File: src/rtl/sw_ctrl_if.sv
// Stopwatch control bus: raw switches and timing ticks in, counter/display controls out.
interface sw_ctrl_if;
  logic       PAUSE_BTN;
  logic       CLR_BTN;
  logic       ADJ;
  logic       SEL;
  logic       TICK_1HZ;
  logic       TICK_2HZ;
  logic       TICK_BLINK;
  logic       CNT_CLR;
  logic       INC_SEC;
  logic       CARRY_EN;
  logic       INC_MIN;
  logic       BLANK_MIN;
  logic       BLANK_SEC;
  logic [1:0] STATE;

  modport master (
    output PAUSE_BTN, CLR_BTN, ADJ, SEL, TICK_1HZ, TICK_2HZ, TICK_BLINK,
    input  CNT_CLR, INC_SEC, CARRY_EN, INC_MIN, BLANK_MIN, BLANK_SEC, STATE
  );

  modport slave (
    input  PAUSE_BTN, CLR_BTN, ADJ, SEL, TICK_1HZ, TICK_2HZ, TICK_BLINK,
    output CNT_CLR, INC_SEC, CARRY_EN, INC_MIN, BLANK_MIN, BLANK_SEC, STATE
  );
endinterface

File: src/rtl/sw_ctrl.sv
// Stopwatch controller: synchronizes and debounces the user inputs, runs the
// RUN/PAUSED/ADJ_MIN/ADJ_SEC mode FSM and drives registered counter/blank controls.
module sw_ctrl #(
  parameter int DEB_CNT = 65535
) (
  input logic      clk,
  input logic      RESET,
  sw_ctrl_if.slave bus
);

  localparam int CNT_W = (DEB_CNT > 1) ? $clog2(DEB_CNT) : 1;
  localparam logic [CNT_W-1:0] CNT_MAX = CNT_W'(DEB_CNT - 1);

  typedef enum logic [1:0] {
    RUN     = 2'b00,
    PAUSED  = 2'b01,
    ADJ_MIN = 2'b10,
    ADJ_SEC = 2'b11
  } state_t;

  // Bit order: 0 pause, 1 clear, 2 adjust, 3 select.
  logic [3:0] raw;
  logic [3:0] sync_p0;
  logic [3:0] sync_p1;
  logic [3:0] deb;
  logic [1:0] btn_d;

  assign raw = {bus.SEL, bus.ADJ, bus.CLR_BTN, bus.PAUSE_BTN};

  // Stage boundary: two-flop synchronizer, plus previous debounced button levels.
  always_ff @(posedge clk or negedge RESET) begin
    if (!RESET) begin
      sync_p0 <= '0;
      sync_p1 <= '0;
      btn_d   <= '0;
    end else begin
      sync_p0 <= raw;
      sync_p1 <= sync_p0;
      btn_d   <= deb[1:0];
    end
  end

  // Stage boundary: per-input debounce, value updates after DEB_CNT differing cycles.
  for (genvar i = 0; i < 4; i++) begin : g_deb
    logic [CNT_W-1:0] cnt;
    logic             lvl;

    always_ff @(posedge clk or negedge RESET) begin
      if (!RESET) begin
        cnt <= '0;
        lvl <= 1'b0;
      end else if (sync_p1[i] == lvl) begin
        cnt <= '0;
      end else if (cnt == CNT_MAX) begin
        cnt <= '0;
        lvl <= sync_p1[i];
      end else begin
        cnt <= cnt + 1'b1;
      end
    end

    assign deb[i] = lvl;
  end

  logic pause_evt;
  logic clr_evt;
  logic adj_lvl;
  logic sel_lvl;

  assign pause_evt = deb[0] & ~btn_d[0];
  assign clr_evt   = deb[1] & ~btn_d[1];
  assign adj_lvl   = deb[2];
  assign sel_lvl   = deb[3];

  state_t state;
  logic   cnt_clr;
  logic   inc_sec;
  logic   carry_en;
  logic   inc_min;
  logic   blank_min;
  logic   blank_sec;

  // Stage boundary: mode FSM and registered outputs, all decoded from the current state.
  always_ff @(posedge clk or negedge RESET) begin
    if (!RESET) begin
      state     <= PAUSED;
      cnt_clr   <= 1'b0;
      inc_sec   <= 1'b0;
      carry_en  <= 1'b0;
      inc_min   <= 1'b0;
      blank_min <= 1'b0;
      blank_sec <= 1'b0;
    end else begin
      if (adj_lvl) begin
        state <= sel_lvl ? ADJ_SEC : ADJ_MIN;
      end else if (state == ADJ_MIN || state == ADJ_SEC) begin
        state <= PAUSED;
      end else if (pause_evt) begin
        state <= (state == RUN) ? PAUSED : RUN;
      end

      cnt_clr   <= clr_evt;
      inc_sec   <= ~clr_evt & (((state == RUN) & bus.TICK_1HZ) |
                               ((state == ADJ_SEC) & bus.TICK_2HZ));
      inc_min   <= ~clr_evt & (state == ADJ_MIN) & bus.TICK_2HZ;
      carry_en  <= (state == RUN);
      blank_min <= bus.TICK_BLINK & ((state == PAUSED) | (state == ADJ_MIN));
      blank_sec <= bus.TICK_BLINK & ((state == PAUSED) | (state == ADJ_SEC));
    end
  end

  assign bus.STATE     = state;
  assign bus.CNT_CLR   = cnt_clr;
  assign bus.INC_SEC   = inc_sec;
  assign bus.CARRY_EN  = carry_en;
  assign bus.INC_MIN   = inc_min;
  assign bus.BLANK_MIN = blank_min;
  assign bus.BLANK_SEC = blank_sec;

endmodule

File: src/flat_wrapper.sv
// flat-port wrapper written by rule: the top's interface ports become plain ports
module sw_ctrl_flat 
#(
  parameter int DEB_CNT = 65535
)
  (clk, RESET, bus_PAUSE_BTN, bus_CLR_BTN, bus_ADJ, bus_SEL, bus_TICK_1HZ, bus_TICK_2HZ, bus_TICK_BLINK, bus_CNT_CLR, bus_INC_SEC, bus_CARRY_EN, bus_INC_MIN, bus_BLANK_MIN, bus_BLANK_SEC, bus_STATE);
  sw_ctrl_if bus_i ();
  input logic clk;
  input logic RESET;
  input wire logic [$bits(bus_i.PAUSE_BTN)-1:0] bus_PAUSE_BTN;
  input wire logic [$bits(bus_i.CLR_BTN)-1:0] bus_CLR_BTN;
  input wire logic [$bits(bus_i.ADJ)-1:0] bus_ADJ;
  input wire logic [$bits(bus_i.SEL)-1:0] bus_SEL;
  input wire logic [$bits(bus_i.TICK_1HZ)-1:0] bus_TICK_1HZ;
  input wire logic [$bits(bus_i.TICK_2HZ)-1:0] bus_TICK_2HZ;
  input wire logic [$bits(bus_i.TICK_BLINK)-1:0] bus_TICK_BLINK;
  output wire logic [$bits(bus_i.CNT_CLR)-1:0] bus_CNT_CLR;
  output wire logic [$bits(bus_i.INC_SEC)-1:0] bus_INC_SEC;
  output wire logic [$bits(bus_i.CARRY_EN)-1:0] bus_CARRY_EN;
  output wire logic [$bits(bus_i.INC_MIN)-1:0] bus_INC_MIN;
  output wire logic [$bits(bus_i.BLANK_MIN)-1:0] bus_BLANK_MIN;
  output wire logic [$bits(bus_i.BLANK_SEC)-1:0] bus_BLANK_SEC;
  output wire logic [$bits(bus_i.STATE)-1:0] bus_STATE;
  assign bus_i.PAUSE_BTN = bus_PAUSE_BTN;
  assign bus_i.CLR_BTN = bus_CLR_BTN;
  assign bus_i.ADJ = bus_ADJ;
  assign bus_i.SEL = bus_SEL;
  assign bus_i.TICK_1HZ = bus_TICK_1HZ;
  assign bus_i.TICK_2HZ = bus_TICK_2HZ;
  assign bus_i.TICK_BLINK = bus_TICK_BLINK;
  assign bus_CNT_CLR = bus_i.CNT_CLR;
  assign bus_INC_SEC = bus_i.INC_SEC;
  assign bus_CARRY_EN = bus_i.CARRY_EN;
  assign bus_INC_MIN = bus_i.INC_MIN;
  assign bus_BLANK_MIN = bus_i.BLANK_MIN;
  assign bus_BLANK_SEC = bus_i.BLANK_SEC;
  assign bus_STATE = bus_i.STATE;
  sw_ctrl #(.DEB_CNT(DEB_CNT)) u_core (.clk(clk), .RESET(RESET), .bus(bus_i));
endmodule
File: config.mk
export PLATFORM = sky130hd
export DESIGN_NAME = sw_ctrl_flat
export DESIGN_NICKNAME = d
export VERILOG_FILES = /design/src/rtl/sw_ctrl_if.sv /design/src/rtl/sw_ctrl.sv /design/src/flat_wrapper.sv
export SDC_FILE = /design/constraint.sdc
export NUM_CORES = 1
export LEC_CHECK = 0
export ABC_AREA = 1
export CORE_MARGIN = 2
export CORE_UTILIZATION = 40
export CTS_BUF_LIST = sky130_fd_sc_hd__clkbuf_16
export CTS_CLUSTER_DIAMETER = 80
export DETAILED_ROUTE_END_ITERATION = 16
export SLEW_MARGIN = 20
export SYNTH_ARGS = -nofsm -noshare
export SYNTH_HDL_FRONTEND = slang
export SYNTH_SLANG_ARGS = --single-unit
export TNS_END_PERCENT = 20
File: constraint.sdc
create_clock -name clk -period 1.3 [get_ports clk]
set_input_delay 0.195 -clock clk [delete_from_list [all_inputs] [get_ports clk]]
set_output_delay 0.195 -clock clk [all_outputs]
set_load 0.01 [all_outputs]
==> results.md <==
* Storage element area at 2153 µm²
* Diode count at 0
* Critical Path Stages at 10
* Worst path buffer plus inverter count at 3
* Wire length per cell after detailed routing at 12.09 µm
* Largest family of logic cells by synthesized area: simple AND/OR/NAND/NOR gates
* Gate count of the mapped netlist at 515
* Post-synthesis adder-cell area fraction at 3.767%
* Number of different library cells in the post-synthesis netlist at 23
* Type of element capturing the critical path: flip-flop
* Worst setup slack after layout at -0.07981 ns
* Library cell with the largest summed area after synthesis: dfrtp_1
* Total wire length at 8815 µm
* Most used cells in the layout excluding fill and tap cells: nand2_1 (106), nor2_1 (97), dfrtp_1 (85)
* Cell Chain, Critical Path: inv_1 -> ha_2 -> inv_2 -> nor2_2 -> nand2_2 -> nor2_4 -> nor2_4 -> clkbuf_16 -> nand2_1 -> nor2_1
* Total setup violations reported at the end of the flow at 55
* Count of yosys warnings during synthesis at 0
* Number of DRC violations after detailed-routing iteration 0 at 144
* Nets in the synthesized netlist at 537
* Async set-reset flop share out of synthesis at 100.0%
* Launch instance of the worst register-to-register path: u_core.g_deb[2].cnt[0]
* Share of final-layout standard cells stronger than drive strength 1 at 22.43%
* Most prevalent standard cell on the critical path: nor2_4
* Minimum clock period at 1.380 ns
* I/O pin cnt at 17
* Worst Reg-to-Reg Cells at 10
* Insertion delay to the later sink of the worst-skew pair at 0.34 ns
* Cell Rows at 37
* Initial core utilization at 41.45%
* Clock Sink Count at 86
* Wire length of the first global-routing pass at 15,140 µm
* Design internal power at 0.004142 W
* Worst hold-check path type: in2async
* Slew margin rel. at 70.53%
* Antenna viol nets, final at 0
* DRC viols at 0
* Number of buffers added on ports at 16
* Status: finished, violations left
* Clock-pin transition on the worst setup and hold timing paths at 0.07 ns
* Total standard cell area after synthesis at 4318 µm²
* Fillers at 977
* Aggregate negative setup slack at -2.115 ns
* Reg power frac at 50.7%
* Switch share at 23.92%
* Ys flop type: dfrtp_1
* Placer's final routability congestion estimate at 0.8236
* Width of the die at 107.9 µm
* Biggest cell delay along the critical path at 0.41 ns
* Routed vias at 3,438
* Total die area at 11,640 µm²
* Startpoint type of the worst setup path: flip-flop
* Share of the synthesized netlist area taken by xor and xnor gates at 6.491%
* Clock tree from TritonCTS: built
* Upper clock frequency limit at 0.7247 GHz
* Die Ht at 107.9 µm
* Slowest cell on the critical path: dfrtp_1
* Number of levels the H-tree was split into at 3
* Most common cell after layout, fill and taps aside: nand2_1
* Final cell count without fillers at 729
* Cell types with the largest area share after synthesis: dfrtp_1 (49%), nand2_1 (9.9%), nor2_1 (9.3%), inv_1 (5.1%), ha_1 (3.8%)
* Flops & latches, synth at 86
* Worst Max-Slew Pin Slew at 0.4389 ns
* Clock root buffer: clkbuf_16
* Area fraction in and, or, nand and nor cells after synthesis at 30.37%
* TritonCTS Buffers at 9
* Clock network fraction of total power at 44.0%
* Growth of design area from synthesis to finish at 27.01%
* RSZ-0062 raised after global routing: true
* Share of the synthesized area in the top cell type at 49.26%
* Critical path's top delay family: simple AND/OR/NAND/NOR gates
* Area occupied by multi-input gates at 2096 µm²
* Portion of netlist area occupied by mux cells at 0%
* Max-slew violation total from the final report at 0
* Max Buffers Root-to-Sink at 2
* Total overflow reported by the global router at 0
* Vias in the first global route at 3,402
* Violated checks: negative setup slack
* Number of enable flip-flop cells after synthesis at 0
* Switching component of the power at 0.001303 W
* Synth Area in Compound Gates at 3.709%
* Instance count after placement with tap cells included at 706
* Final hold violation count at 0
* Number of vias per cell after detailed routing at 4.716
* Maximum number of pins on one net before global-route repair at 32
* Placeable core region at 10,420 µm²
* Highest net fanout along the worst path at 4
* Setup CP Type: reg2reg
* Iteration count of the initial detailed-routing pass at 4
* Final-stage net count at 610
* Peak ir drop on the vdd network at 0.8101 mV
* Pwr per Cell Area at 992.9 nW/µm²
* Initial antenna violation count at 0
* R2r setup slk at -0.08 ns
* Combinational group share of total power at 5.3%
* Share of the clock period used by the worst path at 106.1%
* CP startpoint: u_core.g_deb[2].cnt[0]
* Number of maximum-capacitance violations at 0
* GRT Overall Usage at 16.59%
* Skew final at 0.007163 ns
* Share of the yosys chip area belonging to registers at 49.87%
* Sum of net half-perimeters after detailed placement at 6337 µm
* Static leakage power at 2.520 nW
* CP arrival at 1.61 ns
* Data required time of the worst path at 1.53 ns
* Syn Area/Cell at 8.384 µm²
[worst paths after layout]
kind / to
min reg2reg: u_core.sync_p1[2]
max: u_core.g_deb[2].cnt[15]
min: u_core.g_deb[1].lvl
max reg2reg: u_core.g_deb[2].cnt[15]
max in group asynchronous: u_core.g_deb[2].cnt[13]
min in group clk: u_core.sync_p0[0]
[kinds of logic after synthesis]
logic type      after synthesis
flops                        86
fa+ha+maj                    13
buf+inv                      62
xor+xnor                     32
compound gates               26
simple gates                296
[cell usage after synthesis (all sizes together) (3+ instances only)]
cell type	count
nor2	132
nand2	118
dfrtp	85
inv	62
nand3	21
nand4	16
xnor2	16
xor2	16
ha	13
o21ai	11
a21oi	6
nor3	5
o21bai	5
nor3b	4
a31oi	3
[sequential cells by signal, summed over array words and instances, names as in the netlist]
| name | cells |
|---|---|
| u_core.bus.CNT_CLR | 1 |
| u_core.bus.INC_MIN | 1 |
| u_core.bus.INC_SEC | 1 |
| u_core.bus.BLANK_SEC | 1 |
| u_core.g_deb.lvl | 3 |
| u_core.bus.CARRY_EN | 1 |
| u_core.adj_lvl | 1 |
| u_core.sync_p0 | 4 |
| u_core.sync_p1 | 4 |
| u_core.btn_d | 2 |
| u_core.bus.BLANK_MIN | 1 |
| u_core.g_deb.cnt | 64 |
| u_core.bus.STATE | 2 |
[metrics by stage]
stage | hold WS (ns) | cell area (µm²) | utilization (%) | total power (W) | worst slack (ns)
after floorplan | -0.1006 | 4318 | - | 0.002911 | 0.007481
after global placement | 0.07773 | 4964 | 47.65 | 0.003057 | -0.07105
after detailed placement | 0.07332 | 4964 | 47.65 | 0.003064 | -0.1561
after CTS | 0.2502 | 5291 | 50.80 | 0.005487 | -0.09349
after global routing | 0.2627 | 5484 | 52.65 | 0.005666 | -0.1820
final | 0.2516 | 5484 | 52.65 | 0.005445 | -0.07981
[per-layer routing]
layer / global-route usage, % / vias up / part of all wire [%]
met5: 0 / - / 0
met2: 26.95 / 46 / 48
met3: 4.177 / 15 / 3.3
li1: - / 1749 / -
met4: 7.143 / 0 / 2.4
met1: 20.95 / 1628 / 47
[power by group through the flow]
stage / combinational, W / clock, W / sequential, W
finish: 0.000289 / 0.00240 / 0.00276
global route: 0.000328 / 0.00258 / 0.00276
CTS: 0.000270 / 0.00246 / 0.00276
detailed placement: 0.000255 / 0 / 0.00281
global placement: 0.000252 / 0 / 0.00281
floorplan: 0.000111 / 0 / 0.00280
[cell type report]
| type | instances | share of cell area, % |
|---|---|---|
| Inverter | 62 | 4.654 |
| Clock inverter | 7 | 0.8898 |
| Tap cell | 136 | 3.103 |
| Timing Repair inverter | 1 | 0.2966 |
| Clock buffer | 9 | 4.107 |
| Sequential cell | 86 | 39.27 |
| Timing Repair Buffer | 60 | 9.468 |
| Multi-Input combinational cell | 368 | 38.22 |
[repair_timing]
| item | 4_1_cts | 5_1_grt |
|---|---|---|
| buffers inserted | 3 | 0 |
| pin swaps | 17 | 16 |
| cloned | 0 | 3 |
| setup endpoints to repair | 78 | 72 |
| hold buffers | 1 | 0 |
| hold endpoints to repair | 50 | 0 |
| gates resized for setup | 20 | 43 |
(Power assumes the default switching activity.)
